===== src/rtl/multicycle_ctrl.sv =====
// Multicycle sequencer for the RV32I core: steps fetch/decode/execute/memory/writeback,
// owns the imem/dmem handshakes and traps on illegal opcodes or ack timeouts.
module multicycle_ctrl #(
   parameter int unsigned MEM_TIMEOUT = 255
) (
   input  logic        clk,
   input  logic        rst,
   input  logic        illegal_instr,
   input  logic        mem_to_reg,
   input  logic        mem_write,
   input  logic        reg_write,
   input  logic        branch,
   input  logic        invert_branch,
   input  logic        jump,
   input  logic [1:0]  next_pc,
   input  logic        alu_nz,
   input  logic        imem_ack,
   input  logic        dmem_ack,
   output logic        imem_req,
   output logic        dmem_req,
   output logic        dmem_we,
   output logic        ir_we,
   output logic        pc_we,
   output logic        rf_we,
   output logic        wb_sel,
   output logic [1:0]  pc_sel,
   output logic        halted,
   output logic [1:0]  err,
   output logic [31:0] instret
);

   typedef enum logic [2:0] {
      S_FETCH,
      S_DECODE,
      S_EXEC,
      S_MEM,
      S_WB,
      S_TRAP
   } state_e;

   localparam int unsigned CNT_W = (MEM_TIMEOUT > 1) ? $clog2(MEM_TIMEOUT + 1) : 1;
   localparam logic [CNT_W-1:0] CNT_LAST = CNT_W'((MEM_TIMEOUT == 0) ? 0 : MEM_TIMEOUT - 1);

   state_e            state_q, state_d;
   logic [CNT_W-1:0]  cnt_q, cnt_d;
   logic              mem_to_reg_q, mem_to_reg_d;
   logic              mem_write_q, mem_write_d;
   logic              reg_write_q, reg_write_d;
   logic [1:0]        next_pc_q, next_pc_d;
   logic              taken_q, taken_d;
   logic [31:0]       instret_q, instret_d;
   logic [1:0]        err_q, err_d;
   logic              imem_req_q, imem_req_d;
   logic              dmem_req_q, dmem_req_d;
   logic              dmem_we_q, dmem_we_d;
   logic              pc_we_q, pc_we_d;
   logic              rf_we_q, rf_we_d;
   logic              wb_sel_q, wb_sel_d;
   logic [1:0]        pc_sel_q, pc_sel_d;
   logic              halted_q, halted_d;
   logic              imem_fire, dmem_fire, timeout_hit;

   // Outputs are registered from the next state so they stay low during reset
   // while still reflecting the state they belong to.
   assign imem_fire   = imem_req_q & imem_ack;
   assign dmem_fire   = dmem_req_q & dmem_ack;
   assign timeout_hit = (MEM_TIMEOUT != 0) && (cnt_q == CNT_LAST);

   always_comb begin
      state_d      = state_q;
      cnt_d        = cnt_q;
      mem_to_reg_d = mem_to_reg_q;
      mem_write_d  = mem_write_q;
      reg_write_d  = reg_write_q;
      next_pc_d    = next_pc_q;
      taken_d      = taken_q;
      instret_d    = instret_q;
      err_d        = err_q;

      case (state_q)
         S_FETCH: begin
            if (imem_fire) begin
               state_d = S_DECODE;
            end else if (imem_req_q) begin
               if (timeout_hit) begin
                  state_d = S_TRAP;
                  err_d   = 2'b10;
               end else begin
                  cnt_d = cnt_q + CNT_W'(1);
               end
            end
         end
         S_DECODE: begin
            mem_to_reg_d = mem_to_reg;
            mem_write_d  = mem_write;
            reg_write_d  = reg_write;
            next_pc_d    = next_pc;
            if (illegal_instr) begin
               state_d = S_TRAP;
               err_d   = 2'b01;
            end else begin
               state_d = S_EXEC;
            end
         end
         S_EXEC: begin
            taken_d = jump | (branch & (alu_nz ^ invert_branch));
            state_d = (mem_to_reg_q | mem_write_q) ? S_MEM : S_WB;
         end
         S_MEM: begin
            if (dmem_fire) begin
               state_d = S_WB;
            end else if (timeout_hit) begin
               state_d = S_TRAP;
               err_d   = 2'b11;
            end else begin
               cnt_d = cnt_q + CNT_W'(1);
            end
         end
         S_WB: begin
            instret_d = instret_q + 32'd1;
            state_d   = S_FETCH;
         end
         S_TRAP: state_d = S_TRAP;
         default: state_d = S_FETCH;
      endcase

      if (state_d != state_q) begin
         cnt_d = '0;
      end

      imem_req_d = (state_d == S_FETCH);
      dmem_req_d = (state_d == S_MEM);
      dmem_we_d  = (state_d == S_MEM) & mem_write_d;
      pc_we_d    = (state_d == S_WB);
      rf_we_d    = (state_d == S_WB) & reg_write_d;
      wb_sel_d   = (state_d == S_WB) & mem_to_reg_d;
      pc_sel_d   = ((state_d == S_WB) && taken_d) ? next_pc_d : 2'b00;
      halted_d   = (state_d == S_TRAP);
   end

   always_ff @(posedge clk) begin
      if (rst) begin
         state_q      <= S_FETCH;
         cnt_q        <= '0;
         mem_to_reg_q <= 1'b0;
         mem_write_q  <= 1'b0;
         reg_write_q  <= 1'b0;
         next_pc_q    <= 2'b00;
         taken_q      <= 1'b0;
         instret_q    <= '0;
         err_q        <= 2'b00;
         imem_req_q   <= 1'b0;
         dmem_req_q   <= 1'b0;
         dmem_we_q    <= 1'b0;
         pc_we_q      <= 1'b0;
         rf_we_q      <= 1'b0;
         wb_sel_q     <= 1'b0;
         pc_sel_q     <= 2'b00;
         halted_q     <= 1'b0;
      end else begin
         state_q      <= state_d;
         cnt_q        <= cnt_d;
         mem_to_reg_q <= mem_to_reg_d;
         mem_write_q  <= mem_write_d;
         reg_write_q  <= reg_write_d;
         next_pc_q    <= next_pc_d;
         taken_q      <= taken_d;
         instret_q    <= instret_d;
         err_q        <= err_d;
         imem_req_q   <= imem_req_d;
         dmem_req_q   <= dmem_req_d;
         dmem_we_q    <= dmem_we_d;
         pc_we_q      <= pc_we_d;
         rf_we_q      <= rf_we_d;
         wb_sel_q     <= wb_sel_d;
         pc_sel_q     <= pc_sel_d;
         halted_q     <= halted_d;
      end
   end

   assign imem_req = imem_req_q;
   assign dmem_req = dmem_req_q;
   assign dmem_we  = dmem_we_q;
   assign ir_we    = imem_req_q & imem_ack;
   assign pc_we    = pc_we_q;
   assign rf_we    = rf_we_q;
   assign wb_sel   = wb_sel_q;
   assign pc_sel   = pc_sel_q;
   assign halted   = halted_q;
   assign err      = err_q;
   assign instret  = instret_q;

endmodule


===== config.mk =====
export PLATFORM = sky130hd
export DESIGN_NAME = multicycle_ctrl
export DESIGN_NICKNAME = d
export VERILOG_FILES = /design/src/rtl/multicycle_ctrl.sv
export SDC_FILE = /design/constraint.sdc
export NUM_CORES = 1
export LEC_CHECK = 0
export BUFFER_PORTS_ARGS = -buffer_cell sky130_fd_sc_hd__buf_4
export CORE_ASPECT_RATIO = 0.75
export CORE_UTILIZATION = 40
export CTS_BUF_LIST = sky130_fd_sc_hd__clkbuf_8
export DETAILED_ROUTE_END_ITERATION = 10
export PLACE_DENSITY = 0.59
export REMOVE_ABC_BUFFERS = 1
export SYNTH_ARGS = -nofsm -noshare
export SYNTH_HDL_FRONTEND = slang
export SYNTH_SLANG_ARGS = --single-unit
export TNS_END_PERCENT = 50

===== constraint.sdc =====
create_clock -name clk -period 2.4 [get_ports clk]
set_input_delay 0.24 -clock clk [delete_from_list [all_inputs] [get_ports clk]]
set_output_delay 0.24 -clock clk [all_outputs]
set_load 0.03 [all_outputs]

==> flow_summary.toml, run 1 <==
[status]
status = "completed"

[synthesis]
yosysTopAreaCellShare_pct = 42.2
ys_ff_latch = 60
netlist_area_um2 = 2840
synthArstFlopShare_pct = 0
synth_edf_count = 0
avgSynthCellArea_um2 = 8.92
synth_area_leaders = "dfxtp_1 42%, xnor2_1 9.2%, nor2_1 7.7%, nor3_1 3.3%, nand3_1 2.3%"
ys.flop_type = "dfxtp_1"
ys_seq_area_share_pct = 42.2
synth.largest_area_cell = "dfxtp_1"
yosysWarnings = 0
yosysUniqueCellTypes = 50
postSynthCellCount = 319

[die]
pin_count = 58
coreArea_um2 = 6830
dieHeight_um = 75.0
start_util_pct = 41.6
fp.dieArea_um2 = 7450
num_rows = 26
fp.dieW_um = 99.4

[drt]
drt_iter0_markers = 104
drc = 0
firstDrtPassIters = 4
viasPerCell = 5.04
totalWireLength_um = 6060
vias = 2354
wire_per_inst_um = 13.0
ant_nets = 0

[sta]
rsz0062_at_grt = "false"
worstMarginPinSlew_ps = 662
fin_ws_ps = 298
min_period_ps = 2100
clock_skew_ps = 9.71
setup_viol = 0
fmax_mhz = 476
setup-tns-final_ps = 0
fin_crit_sh_pct = 87.6
finalHoldViolations = 0
maxSlewHeadroom_pct = 55.7
finalMaxSlewViolations = 0

[setup_path]
rrSetupSlack_ps = 300
ff2ff_path_depth = 5
cp.arrival_ps = 2290
critPathCaptureType = "flop"
critical_path_class = "reg -> reg"
crit_path_start = "state_q[0]"
start_kind = "flop"
r2r_end = "cnt_q[6]"
endpoint = "cnt_q[6]"
reg2reg_from = "state_q[0]"
worst-path-max-fanout = 16
critPathRequiredTime_ps = 2590

[placement]
port_buffers = 57
dpl_cell_area_um2 = 3360
dp_slack_ps = 317
dp_hpwl_um = 4380
place_congestion = 0.770

[global_route]
grt_usage_pct = 17.1
antenna_found_initial = 0
grt_overflow = 0
grt_pass1_wl_um = 9700
grt_max_degree = 37
first_global_vias = 1954

[cells_and_area]
final_common_cell = "buf_4"
area_growth_pct = 24.5
final_net_count = 396
layout-drive-gt1-share_pct = 25.6
utilization_pct = 51.8
num_antenna_cells = 0
final_cell_mix = "63 x buf_4, 60 x dfxtp_1, 58 x nor2_1"
design_area_um2 = 3540

[clocking]
hold_buffers = 0
clk_pin_slew_ps = 70
cts_tree = "built"
htree_levels = 3
clockBufferDepth = 2
cts_resized = 0
root_buffer = "clkbuf_8"
clkLatencyLatePin_ps = 330
post_cts_buffers = 0
cts_made_buffers = 9
numClockSinks = 60

[power]
p_clk_share_pct = 41.1
p_sw_uw = 521
leakage_uw = 0.00131
power_uw = 2080
combinationalPowerShare_pct = 8.8
p_per_area_nw_per_um2 = 587
seq_power_share_pct = 50.1
ir_drop_mv = 0.314
switching_share_pct = 25.1
p_int_uw = 1560

[flow_run]
cap_violations = 0

[worst_hold_path]
hold_start = "mem_write"
holdCritPathClass = "in -> reg"
## layout make-up
class                   instances  area (µm²)
clock buffers                   9         124
clock inverters                 6        57.6
fillers                       653        3290
inverters                       7        26.3
multi-input cells             238        1550
flip-flops and latches         60        1200
well taps                      84         105
repair buffers                 63         473
## worst max-delay path, stage by stage, from the launching register on
cell	delay, ps
dfxtp_1	470
or4b_4	620
a2111oi_4	340
nor2_1	70
o211ai_1	330
nor2_1	120
## state kept, by name, summed over array words and instances, names as in the netlist
name and cells:
wb_sel 1, mem_to_reg_q 1, next_pc_q 2, mem_write_q 1, cnt_q 8, halted 1, taken_q 1, dmem_we 1
imem_req 1, instret 32, pc_we 1, rf_we 1, pc_sel 2, dmem_req 1, state_q 3, err 2
reg_write_q 1
## synth_stat cells (3+ instances only)
cell,count
and2_1,5
a211oi_1,3
nor2_1,58
nor3_1,19
mux2i_1,5
a21oi_1,8
nor3b_2,3
nand2b_1,6
ha_1,3
nand2_1,16
dfxtp_1,60
o21ai_0,5
inv_1,7
nand3_1,13
xnor2_1,30
and4_1,4
nor4_1,7
clkbuf_1,9
nand4_1,9
xor2_1,7
buf_2,3
## kinds of logic (layout without fill, tap and decap cells)
logic type,count (synthesis),after routing,share of synthesized area (%)
simple gates,163,163,31.9
flops,60,60,42.2
xor+xnor,37,37,11.4
compound gates,29,29,7.74
buf+inv,21,85,3.17
mux,6,6,2.29
fa+ha+maj,3,3,1.32
## power by group through the flow
stage               Sequential [µW]  Clock (µW)  Combinational (µW)
detailed placement             1060           0                 185
global route                   1040         941                 202
global placement               1060           0                 184
CTS                            1040         884                 185
finish                         1040         853                 183
floorplan                      1070           0                 105
## stage by stage
| step | cells | hold slack (ps) |
|---|---|---|
| 2_1_floorplan | 305 | 309 |
| 3_3_place_gp | 452 | 446 |
| 3_5_place_dp | 452 | 465 |
| 4_1_cts | 467 | 151 |
| 5_1_grt | 467 | 206 |
| 6_report | 467 | 172 |
## per-layer routing
metal	vias up	GRT usage, %	routed length (µm)	part of all wire [%]
li1	1237	-	-	-
met1	1047	24.7	3240	54
met2	59	23.6	2390	39
met3	11	5.29	341	5.6
met4	0	6.86	90	1.5
met5	-	0	0	0
## worst min path at each step
stage / to / slack [ps] / depth (start not counted)
after floorplan: err[0] / 310 / 1
after global placement: err[0] / 450 / 2
after detailed placement: err[0] / 460 / 2
after CTS: mem_write_q / 150 / 3
after global routing: reg_write_q / 210 / 3
final: mem_write_q / 170 / 3
(Power assumes the default switching activity.)
==> run 2: changes to the inputs <==
==> constraint.sdc (replaced) <==
create_clock -name clk -period 2.4 [get_ports clk]
set_input_delay 0.12 -clock clk [delete_from_list [all_inputs] [get_ports clk]]
set_output_delay 0.12 -clock clk [all_outputs]
set_load 0.03 [all_outputs]
==> run 2 against run 1 <==
Effect of this change:
- first-iteration DRC count fell by 1.9%
- sequential power about the same
- register-to-register slack got worse by 40 ps
- critical endpoint is now cnt_q[3]
==> flow_summary.toml, run 2 (synthesized netlist as in run 1, its figures left out) <==
[die]
start_util_pct = 41.6
fp.dieW_um = 99.4
pin_count = 58
dieHeight_um = 75.0
coreArea_um2 = 6830
num_rows = 26
fp.dieArea_um2 = 7450

[placement]
place_congestion = 0.772
dp_slack_ps = 263
port_buffers = 57
dp_hpwl_um = 4290

[setup_path]
cp.arrival_ps = 2330
critPathCaptureType = "flop"
start_kind = "flop"
critical_path_class = "reg -> reg"
worst-path-max-fanout = 16
ff2ff_path_depth = 5
critPathRequiredTime_ps = 2580

[clocking]
cts_made_buffers = 9
numClockSinks = 60
cts_tree = "built"
hold_buffers = 0
htree_levels = 3
root_buffer = "clkbuf_8"
cts_resized = 0
post_cts_buffers = 0
clockBufferDepth = 2
clkLatencyLatePin_ps = 330
clk_pin_slew_ps = 70

[drt]
totalWireLength_um = 6090
ant_nets = 0
drt_iter0_markers = 102
drc = 0
viasPerCell = 5.00
vias = 2337
firstDrtPassIters = 4
wire_per_inst_um = 13.0

[sta]
setup-tns-final_ps = 0
clock_skew_ps = 3.06
fmax_mhz = 466
finalHoldViolations = 0
fin_crit_sh_pct = 89.4
rsz0062_at_grt = "false"
min_period_ps = 2140
fin_ws_ps = 256
finalMaxSlewViolations = 0
setup_viol = 0
worstMarginPinSlew_ps = 741
maxSlewHeadroom_pct = 50.4

[power]
p_per_area_nw_per_um2 = 588
power_uw = 2080
ir_drop_mv = 0.291
leakage_uw = 0.00130

[global_route]
grt_pass1_wl_um = 9920
grt_overflow = 0
grt_usage_pct = 17.2
grt_max_degree = 53
antenna_found_initial = 0
first_global_vias = 2055

[cells_and_area]
area_growth_pct = 24.3
layout-drive-gt1-share_pct = 25.3
final_cell_mix = "62 x buf_4, 60 x dfxtp_1, 58 x nor2_1"
num_antenna_cells = 0
largest_reg_flops = 32
final_net_count = 395
final_common_cell = "buf_4"

[worst_hold_path]
hold_path_depth = 3
holdCritPathClass = "in -> reg"

[status]
status = "completed"

[flow_run]
cap_violations = 0
[run 2: cell types whose count changed in the layout (fill, tap and decap cells not counted)]
cell        previous run  this run
clkinvlp_4             0         1
inv_1                  8         9
clkinv_4               1         0
buf_4                 63        62
[run 2: area by class of cell]
class | count | area [µm²]
Clock buffer | 9 | 124
Clock inverter | 7 | 60.1
Fill cell | 670 | 3300
Inverter | 7 | 26.3
Multi-Input combinational cell | 238 | 1550
Sequential cell | 60 | 1200
Tap cell | 84 | 105
Timing Repair Buffer | 62 | 465
[run 2: final timing paths]
path                                  from     endpoint  slack [ps]
worst min-delay path             mem_write  mem_write_q          70
worst max-delay path            state_q[0]     cnt_q[3]         260
worst min register to register      err[0]       err[0]         460
worst max register to register  state_q[0]     cnt_q[3]         260
[run 2: layer usage]
layer / up-vias / share of wire [%] / global-route usage [%]
li1: 1221 / - / -
met1: 1057 / 54 / 25.0
met2: 57 / 40 / 23.7
met3: 2 / 5.3 / 6.31
met4: 0 / 0.39 / 4.41
met5: - / 0 / 0
[run 2: power breakdown]
| group | total (µW) | internal, µW | switching, µW |
|---|---|---|---|
| Clock | 852 | 466 | 386 |
| Combinational | 185 | 75.2 | 110 |
| Sequential | 1040 | 1010 | 26.8 |
| Total | 2080 | 1560 | 522 |
[run 2: critical path: stages, from the launching register on]
cell and delay (ps):
dfxtp_1 480, or4b_4 620, a2111oi_4 340, nor2_1 70, o211ai_1 360, nor2_1 120
[run 2: metrics by stage]
stage / hold slack (ps) / instance area, µm² / cells / utilization, %
after detailed placement: 406 / 3350 / 451 / 49.0
after global routing: 50.7 / 3530 / 467 / 51.7
after floorplan: 189 / 2780 / 305 / -
final: 66.7 / 3530 / 467 / 51.7
after CTS: 56.2 / 3530 / 467 / 51.7
after global placement: 392 / 3350 / 451 / 49.0
==> run 3: changes to the inputs <==
--- a/config.mk
+++ b/config.mk
@@ -5,12 +5,13 @@
 export SDC_FILE = /design/constraint.sdc
 export NUM_CORES = 1
 export LEC_CHECK = 0
+export ABC_AREA = 1
 export BUFFER_PORTS_ARGS = -buffer_cell sky130_fd_sc_hd__buf_4
 export CORE_ASPECT_RATIO = 0.75
 export CORE_UTILIZATION = 40
 export CTS_BUF_LIST = sky130_fd_sc_hd__clkbuf_8
 export DETAILED_ROUTE_END_ITERATION = 10
-export PLACE_DENSITY = 0.59
+export PLACE_DENSITY = 0.58
 export REMOVE_ABC_BUFFERS = 1
 export SYNTH_ARGS = -nofsm -noshare
 export SYNTH_HDL_FRONTEND = slang
==> run 3 against run 2 <==
Effect of this change:
- via count grew 42%
- clock-buffer cell count is the same
- critical path type unchanged
- power grew 12%
- largest cell class unchanged
==> flow_summary.toml, run 3 <==
[sta]
fin_crit_sh_pct = 80.4
rsz0062_at_grt = "false"
fin_ws_ps = 470
min_period_ps = 1930
setup-tns-final_ps = 0
clock_skew_ps = 13.5
fmax_mhz = 518
worstMarginPinSlew_ps = 487
setup_viol = 0
hold_ws_ps = 20.1
maxSlewHeadroom_pct = 67.5
finalHoldViolations = 0
finalMaxSlewViolations = 0

[flow_run]
cap_violations = 0

[cells_and_area]
area_growth_pct = 22.3
final_net_count = 607
final_cell_mix = "165 x nand2_1, 111 x nor2_1, 60 x dfxtp_1"
num_antenna_cells = 0
layout-drive-gt1-share_pct = 15.5
largest_reg_flops = 32
final_common_cell = "nand2_1"

[clocking]
clk_pin_slew_ps = 80
htree_levels = 3
cts_made_buffers = 9
root_buffer = "clkbuf_8"
cts_resized = 0
hold_buffers = 0
numClockSinks = 60
clkLatencyLatePin_ps = 360
post_cts_buffers = 0
cts_tree = "built"
clockBufferDepth = 2

[synthesis]
ys.flop_type = "dfxtp_1"
netlist_area_um2 = 3320
ys_seq_area_share_pct = 36.2
avgSynthCellArea_um2 = 6.27
postSynthCellCount = 529
yosysUniqueCellTypes = 34
yosysWarnings = 0
synth.largest_area_cell = "dfxtp_1"
synth.most_common_cell = "nand2_1"
synthArstFlopShare_pct = 0
synth_edf_count = 0
yosysTopAreaCellShare_pct = 36.2
ys_ff_latch = 60
synth_commonest_cells = "165 x nand2_1, 111 x nor2_1, 60 x dfxtp_1, 56 x inv_1, 24 x a21oi_1"
synth_area_leaders = "dfxtp_1 36%, nand2_1 19%, nor2_1 13%, inv_1 6.3%, a21oi_1 3.6%"

[worst_hold_path]
hold_path_depth = 3
hold_start = "next_pc[1]"
min_to = "next_pc_q[1]"
holdCritPathClass = "in -> reg"

[power]
switching_share_pct = 27.7
p_int_uw = 1690
seq_power_share_pct = 44.7
leakage_uw = 0.00164
combinationalPowerShare_pct = 10.8
p_sw_uw = 647
p_per_area_nw_per_um2 = 576
ir_drop_mv = 0.353
p_clk_share_pct = 44.5

[setup_path]
critPathCaptureType = "flop"
reg2reg_from = "state_q[2]"
path_buf_inv = 2
critical_path_class = "reg -> reg"
path_cells = "inv_2, nor3_4, buf_4, nand3_1, nor2_1, nand4_1, nand2_1, nand2_1, nor2_1"
cp.arrival_ps = 2220
r2r_end = "instret[18]"
crit_path_top_delay_cell = "dfxtp_1"
start_kind = "flop"
critPathTopFamily = "simple AND/OR/NAND/NOR gates"
crit_path_max_incr_delay_ps = 590
critPathRequiredTime_ps = 2690
worst-path-max-fanout = 14
rrSetupSlack_ps = 470
ff2ff_path_depth = 9

[drt]
firstDrtPassIters = 4
drc = 0
wire_per_inst_um = 12.3
ant_nets = 0
viasPerCell = 4.75
totalWireLength_um = 8640
drt_iter0_markers = 161
vias = 3322

[die]
dieHeight_um = 80.8
fp.dieW_um = 107
fp.dieArea_um2 = 8660
start_util_pct = 41.7
num_rows = 28
coreArea_um2 = 7950
pin_count = 58

[global_route]
grt_max_degree = 36
grt_overflow = 0
first_global_vias = 2938
grt_pass1_wl_um = 14500
grt_usage_pct = 21.9
antenna_found_initial = 0

[status]
status = "completed"

[placement]
port_buffers = 57
dp_hpwl_um = 6480
place_congestion = 0.854
dp_slack_ps = 505
-- run 3: per-stage QoR --
step	utilization, %	cells	power (µW)	area [µm²]
floorplan	-	520	1230	3260
global placement	48.2	684	1320	3830
detailed placement	48.2	684	1320	3830
CTS	51.0	700	2360	4050
global route	51.0	700	2450	4050
finish	51.0	700	2340	4050
-- run 3: cells by family (layout without fill, tap and decap cells) --
kind of cell | Yosys count | in the layout | share of synthesized area, %
mux | 2 | 2 | 0.604
xor+xnor | 6 | 6 | 1.58
fa+ha+maj | 3 | 3 | 1.13
simple gates | 347 | 347 | 44.8
buf+inv | 69 | 135 | 8.98
flops | 60 | 60 | 36.2
compound gates | 42 | 42 | 6.68
-- run 3: how the worst max path moves through the flow --
stage                     cells past startpoint           to        from
after floorplan                               8  instret[20]  instret[1]
after global placement                        9  instret[18]  state_q[2]
after detailed placement                      9  instret[18]  state_q[2]
after CTS                                     9  instret[18]  state_q[2]
after global routing                          9  instret[18]  state_q[2]
final                                         9  instret[18]  state_q[2]
-- run 3: area by class of cell --
type | count | area (µm²)
Fill cell | 818 | 3900
Multi-Input combinational cell | 400 | 1820
Sequential cell | 60 | 1200
Timing Repair Buffer | 59 | 443
Inverter | 60 | 238
Tap cell | 105 | 131
Clock buffer | 9 | 124
Clock inverter | 7 | 100
-- run 3: worst register-to-register path: stages, from the launching register on --
cell,delay [ps]
dfxtp_1,590
inv_2,130
nor3_4,160
buf_4,240
nand3_1,140
nor2_1,210
nand4_1,160
nand2_1,100
nand2_1,50
nor2_1,80
-- run 3: power groups by stage --
stage	sequential, µW	combinational (µW)	clock, µW
final	1040	252	1040
after global routing	1050	289	1110
after CTS	1040	256	1060
after detailed placement	1070	256	0
after global placement	1070	255	0
after floorplan	1080	150	0
-- run 3: per-layer routing --
layer	track usage [%]	share of wire (%)
met5	0	0
met2	30.5	40
met3	5.46	5.5
met1	32.4	54
met4	7.40	1.4
